<file path="src/rtl/pipe_pkg.sv">
// Shared definitions for the core's inter-stage pipeline registers.
// Provides the skid FSM state encoding, the default bubble payload and
// the payload widths of each stage boundary (IF/ID, ID/EX, EX/MEM, MEM/WB).
package pipe_pkg;

    // Occupancy of a stage register: nothing held, main entry held,
    // or main entry plus one parked entry in the skid slot.
    typedef enum logic [1:0] {
        PIPE_EMPTY = 2'd0,
        PIPE_BUSY  = 2'd1,
        PIPE_FULL  = 2'd2
    } pipe_state_t;

    // Default payload width and the all-zero word that decodes as a NOP.
    localparam int DEFAULT_DATA_W = 200;
    localparam logic [DEFAULT_DATA_W-1:0] DEFAULT_NOP_PAYLOAD = '0;

    // Packed payload widths carried across each stage boundary.
    localparam int IF_ID_W  = 96;
    localparam int ID_EX_W  = 200;
    localparam int EX_MEM_W = 144;
    localparam int MEM_WB_W = 104;

    // True when a state holds an entry that can be presented downstream.
    function automatic logic state_has_main(input pipe_state_t s);
        return (s == PIPE_BUSY) || (s == PIPE_FULL);
    endfunction

endpackage

</file>
<file path="src/rtl/pipe_skid_buf.sv">
// Skid slot and occupancy FSM for pipe_stage_reg when the skid buffer
// (PIPE_SKID_EN) is built in. The main payload register lives in the top
// level; this block tells it when to load and from where, and keeps the
// second (skid) entry so that in_ready no longer depends on out_ready.
module pipe_skid_buf
    import pipe_pkg::*;
#(
    parameter int DATA_W = 200
) (
    input  logic              clk,
    input  logic              rst,
    input  logic              flush,
    input  logic              hold,
    input  logic              in_valid,
    input  logic [DATA_W-1:0] in_data,
    input  logic              out_ready,
    output logic              in_ready,
    output logic              main_valid,
    output logic              main_load,
    output logic              main_from_skid,
    output logic              main_clear,
    output logic [DATA_W-1:0] skid_data
);

    pipe_state_t state;
    logic        skid_valid;
    logic        in_xfer;
    logic        out_xfer;

    // Occupancy flags decode straight from the registered state.
    assign main_valid = state_has_main(state);
    assign skid_valid = (state == PIPE_FULL);

    // Upstream may push whenever the skid slot is free; the stall, flush
    // and reset gates keep anything from being accepted in those cycles.
    assign in_ready = ~skid_valid & ~hold & ~flush & ~rst;
    assign in_xfer  = in_valid & in_ready;
    assign out_xfer = main_valid & ~hold & out_ready;

    // Steer the main register: fresh load, refill from skid, or empty out.
    always_comb begin
        main_load      = 1'b0;
        main_from_skid = 1'b0;
        main_clear     = 1'b0;
        case (state)
            PIPE_EMPTY: begin
                if (in_xfer) begin
                    main_load = 1'b1;
                end
            end
            PIPE_BUSY: begin
                if (in_xfer && out_xfer) begin
                    main_load = 1'b1;
                end else if (out_xfer) begin
                    main_clear = 1'b1;
                end
            end
            PIPE_FULL: begin
                if (out_xfer) begin
                    main_load      = 1'b1;
                    main_from_skid = 1'b1;
                end
            end
            default: begin
                main_clear = 1'b1;
            end
        endcase
    end

    // Occupancy FSM and skid slot; flush drops both entries like reset.
    always_ff @(posedge clk) begin
        if (rst || flush) begin
            state     <= PIPE_EMPTY;
            skid_data <= '0;
        end else begin
            case (state)
                PIPE_EMPTY: begin
                    if (in_xfer) begin
                        state <= PIPE_BUSY;
                    end
                end
                PIPE_BUSY: begin
                    if (in_xfer && !out_xfer) begin
                        state     <= PIPE_FULL;
                        skid_data <= in_data;
                    end else if (out_xfer && !in_xfer) begin
                        state <= PIPE_EMPTY;
                    end
                end
                PIPE_FULL: begin
                    if (out_xfer) begin
                        state <= PIPE_BUSY;
                    end
                end
                default: begin
                    state <= PIPE_EMPTY;
                end
            endcase
        end
    end

endmodule

</file>
<file path="src/rtl/pipe_stage_reg.sv">
// Generic inter-stage pipeline register with valid/ready handshake,
// hold (stall), flush (bubble insert) and a saturating stall counter.
// Build option: define PIPE_SKID_EN to add a 2-entry skid buffer that
// registers in_ready; otherwise a single register with a combinational
// out_ready -> in_ready through-path is built.
module pipe_stage_reg
    import pipe_pkg::*;
#(
    parameter int                DATA_W      = 200,
    parameter logic [DATA_W-1:0] NOP_PAYLOAD = {DATA_W{1'b0}},
    parameter int                CNT_W       = 16
) (
    input  logic              clk,
    input  logic              rst,
    input  logic              flush,
    input  logic              hold,
    input  logic              in_valid,
    output logic              in_ready,
    input  logic [DATA_W-1:0] in_data,
    output logic              out_valid,
    input  logic              out_ready,
    output logic [DATA_W-1:0] out_data,
    output logic [CNT_W-1:0]  stall_cnt
);

    logic              valid_q;
    logic [DATA_W-1:0] data_q;
    logic [CNT_W-1:0]  cnt_q;
    logic              stalled;

    // A held stage shows a bubble downstream but keeps its payload visible.
    assign out_valid = valid_q & ~hold;
    assign out_data  = data_q;
    assign stall_cnt = cnt_q;

`ifdef PIPE_SKID_EN

    logic              main_load;
    logic              main_from_skid;
    logic              main_clear;
    logic [DATA_W-1:0] skid_data;

    pipe_skid_buf #(
        .DATA_W(DATA_W)
    ) u_skid (
        .clk           (clk),
        .rst           (rst),
        .flush         (flush),
        .hold          (hold),
        .in_valid      (in_valid),
        .in_data       (in_data),
        .out_ready     (out_ready),
        .in_ready      (in_ready),
        .main_valid    (valid_q),
        .main_load     (main_load),
        .main_from_skid(main_from_skid),
        .main_clear    (main_clear),
        .skid_data     (skid_data)
    );

    // Main payload register, loaded from upstream or from the skid slot
    // and returned to the bubble payload whenever the stage empties.
    always_ff @(posedge clk) begin
        if (rst || flush) begin
            data_q <= NOP_PAYLOAD;
        end else if (main_load) begin
            data_q <= main_from_skid ? skid_data : in_data;
        end else if (main_clear) begin
            data_q <= NOP_PAYLOAD;
        end
    end

`else

    logic in_xfer;
    logic out_xfer;

    // Single entry: room exists when empty or when the entry leaves now.
    assign in_ready = ~rst & ~flush & ~hold & (~valid_q | out_ready);
    assign in_xfer  = in_valid & in_ready;
    assign out_xfer = out_valid & out_ready;

    // Single-entry register; a concurrent push and pop replace the entry.
    always_ff @(posedge clk) begin
        if (rst || flush) begin
            valid_q <= 1'b0;
            data_q  <= NOP_PAYLOAD;
        end else if (in_xfer) begin
            valid_q <= 1'b1;
            data_q  <= in_data;
        end else if (out_xfer) begin
            valid_q <= 1'b0;
            data_q  <= NOP_PAYLOAD;
        end
    end

`endif

    // A cycle counts as stalled when a held entry is refused downstream
    // or the hazard unit freezes the stage.
    assign stalled = (valid_q & ~out_ready) | hold;

    // Saturating stall counter; only reset clears it, flush leaves it.
    always_ff @(posedge clk) begin
        if (rst) begin
            cnt_q <= '0;
        end else if (stalled && (cnt_q != {CNT_W{1'b1}})) begin
            cnt_q <= cnt_q + CNT_W'(1);
        end
    end

endmodule
</file>
<file path="config.mk">
export PLATFORM = sky130hd
export DESIGN_NAME = pipe_stage_reg
export DESIGN_NICKNAME = d
export VERILOG_FILES = /design/src/rtl/pipe_pkg.sv /design/src/rtl/pipe_skid_buf.sv /design/src/rtl/pipe_stage_reg.sv
export SDC_FILE = /design/constraint.sdc
export NUM_CORES = 1
export LEC_CHECK = 0
export BUFFER_PORTS_ARGS = -buffer_cell sky130_fd_sc_hd__buf_2
export CORE_AREA = 2 2 163 165
export DETAILED_ROUTE_END_ITERATION = 6
export DIE_AREA = 0 0 165 167
export PLACE_DENSITY = 0.68
export SKIP_LAST_GASP = 1
export SLEW_MARGIN = 0
export SYNTH_ARGS = -nofsm -noshare
export SYNTH_HDL_FRONTEND = slang
export SYNTH_SLANG_ARGS = --single-unit
</file>
<file path="constraint.sdc">
create_clock -name clk -period 1.8 [get_ports clk]
set_input_delay 0 -clock clk [delete_from_list [all_inputs] [get_ports clk]]
set_output_delay 0 -clock clk [all_outputs]
set_load 0.005 [all_outputs]
</file>
==> flow_summary.toml <==
[run_status]
status = "finished clean"

[floorplanning]
fp-row-count = 59
die_area_um2 = 27600
num_io_pins = 424
dieWidth_um = 165
core-area_um2 = 25800
start_util_pct = 29.3
die_h_um = 167

[routing]
first_pass_iters = 5
ant_nets = 0
num_vias = 8793
via_per_inst = 4.95
drtIter0Drc = 731
drc = 0
wl_per_cell_um = 16.9
routed_wl_mm = 30.0

[cts]
insertion_delay_ns = 0.52
cts_buffers = 24
clock-sinks = 217
htree_levels = 1
cts_resized = 0
root_buffer = "clkbuf_16"
clkTransAtPathRegs_ns = 0.06
cts_tree = "done"
cts_max_path_buffers = 3

[grt]
overflow = 0
grt_pass1_vias = 8778
grt_max_degree = 54
grt_usage_pct = 19.9
grt_antenna_before_repair = 0
grt_pass1_wl_mm = 44.7

[synth]
yosysSeqAreaShare_pct = 57.6
ys_ff_latch = 217
yosysTopAreaCell = "dfxtp_1"
synthFlopType = "dfxtp_1"
yosys_warnings = 0
synthTopCellsByArea = "dfxtp_1 (58%), a22oi_1 (20%), nor2_1 (11%)"
synth_top_cell_area_share_pct = 57.6
synth.distinct_cells = 37
avgSynthCellArea_um2 = 9.63
syn_nets = 990
synth_area_um2 = 7540
synth-edff-count = 0
synth_async_sr_flop_share_pct = 0
synthCells = 783

[sta]
slew_violations = 0
tightest_slew_ns = 0.534
max_slew_margin_pct = 64.0
fin_crit_ns = 1.75
final.setup.worst_slack_ns = 0.0531
finalHoldWorstSlack_ns = 0.0192
rsz0062_at_grt = "no"
fin_tns_setup_ns = 0
finalCritPeriodShare_pct = 97.0
skew_ns = 0.0175
setup_viol = 0
fmax_ghz = 0.572
finalHoldViolCount = 0

[finish]
finalNetCount = 1634
fin_cells = 1778
antenna_cells = 0
drive_gt1_share_pct = 37.1
area_growth_syn_to_layout_pct = 76.6

[setup_path]
r2r_cells = 4
crit_fanout = 10
cp.required_ns = 2.19
endpoint_kind = "flop"
cp-start-kind = "flop"
critical_path_class = "flop to flop"
regToRegSetupSlack_ns = 0.05
reg2reg_from = "stall_cnt[4]"
cp_data_arrival_time_ns = 2.14
r2r_end = "stall_cnt[7]"

[min_path]
min_from = "flush"
hold_path.class = "input port to flop"
hold_path_end = "out_data[147]"
hold_depth = 3

[job]
maxCapViolCount = 0

[pwr]
p_leak_nw = 5.98
ir_drop_mv = 0.908
finalPower_mw = 11.0
power-per-cell-area_nw_per_um2 = 829

[place]
gp_congestion = 0.819
hpwl_mm = 17.8
port_buffers = 423
pre_cts_ws_ns = 0.0988
post-place-cells = 1526
-- cell type report --
class,count,area [µm²]
timing repair buffer,687,4800
sequential,217,4340
clock inverter,7,91.3
inverter,4,15.0
clock buffer,35,743
tap,335,419
fill,2144,12500
multi-input combinational,493,2890
-- where the power goes --
group          switching (mW)  internal, mW
clock network            1.95          3.13
registers              0.0272          4.85
logic                   0.439         0.639
-- critical path, stage by stage (launching register included) --
cell and delay, ns:
dfxtp_1 0.42, nand4_2 0.17, a211o_1 0.41, a211oi_1 0.27, mux2_2 0.36
-- logic make-up after synthesis --
| group | synth area share, % |
|---|---|
| buffers and inverters | 4.37 |
| flip-flops | 57.6 |
| adder cells (fa/ha/maj) | 0.166 |
| multiplexers | 1.03 |
| AND/OR/NAND/NOR | 13.8 |
| AO/OA/AOI/OAI | 23.0 |
-- what timing repair did --
action                                 in CTS  in global routing
setup endpoints to repair                   0                  5
endpoints found under the hold margin     210                  0
setup buffers                               0                  4
hold buffers                              203                  0
-- cells in the mapped netlist, drive strengths merged, types with 2 or more instances --
| cell | count |
|---|---|
| a211oi | 6 |
| a21oi | 8 |
| a22oi | 201 |
| a31oi | 4 |
| a41oi | 3 |
| and4 | 3 |
| buf | 36 |
| clkbuf | 34 |
| dfxtp | 217 |
| inv | 4 |
| mux2 | 6 |
| nand2 | 3 |
| nand2b | 3 |
| nand3 | 4 |
| nand4 | 4 |
| nor2 | 212 |
| nor2b | 8 |
| nor3 | 3 |
| nor4 | 2 |
| o31ai | 4 |
| or3 | 3 |
| or4 | 2 |
-- how the worst max path moves through the flow --
stage	depth (start not counted)	slack [ns]	to	start
5_1_grt	4	0.0002	stall_cnt[13]	stall_cnt[4]
3_3_place_gp	4	0.12	stall_cnt[7]	stall_cnt[4]
4_1_cts	7	0.0005	in_ready	rst
2_1_floorplan	5	0.12	stall_cnt[7]	stall_cnt[2]
6_report	4	0.05	stall_cnt[7]	stall_cnt[4]
3_5_place_dp	4	0.1	stall_cnt[7]	stall_cnt[4]
-- through the flow --
step,utilization [%],cell area [µm²]
2_1_floorplan,-,7540
3_3_place_gp,40.2,10400
6_report,51.7,13300
3_5_place_dp,40.2,10400
5_1_grt,51.7,13300
4_1_cts,51.3,13200
-- cell usage in the layout, fill, tap and decap left out, types with 3 or more instances in the layout --
master,n
dlygate4sd3_1,203
a31oi_1,4
o31ai_1,4
buf_12,13
clkbuf_8,8
nand4_1,3
or3_1,3
nor2b_1,8
mux2_2,6
clkbuf_16,27
dfxtp_1,217
buf_4,46
nor2_1,212
nand2b_1,3
a21oi_1,8
a22oi_1,201
buf_2,423
a211oi_1,6
nand3_1,4
nand2_1,3
inv_1,4
nor3_1,3
clkinv_2,3
-- state kept, by name, summed over array words and instances (netlist names) --
register   flops
valid_q        1
stall_cnt     16
out_data     200
-- metal layers --
metal	routed length, µm	track usage (%)
met5	0	0
met4	1160	9.38
met3	2350	4.11
met2	14600	35.6
met1	11900	22.3
No activity file was read; power rests on OpenSTA's default activity.
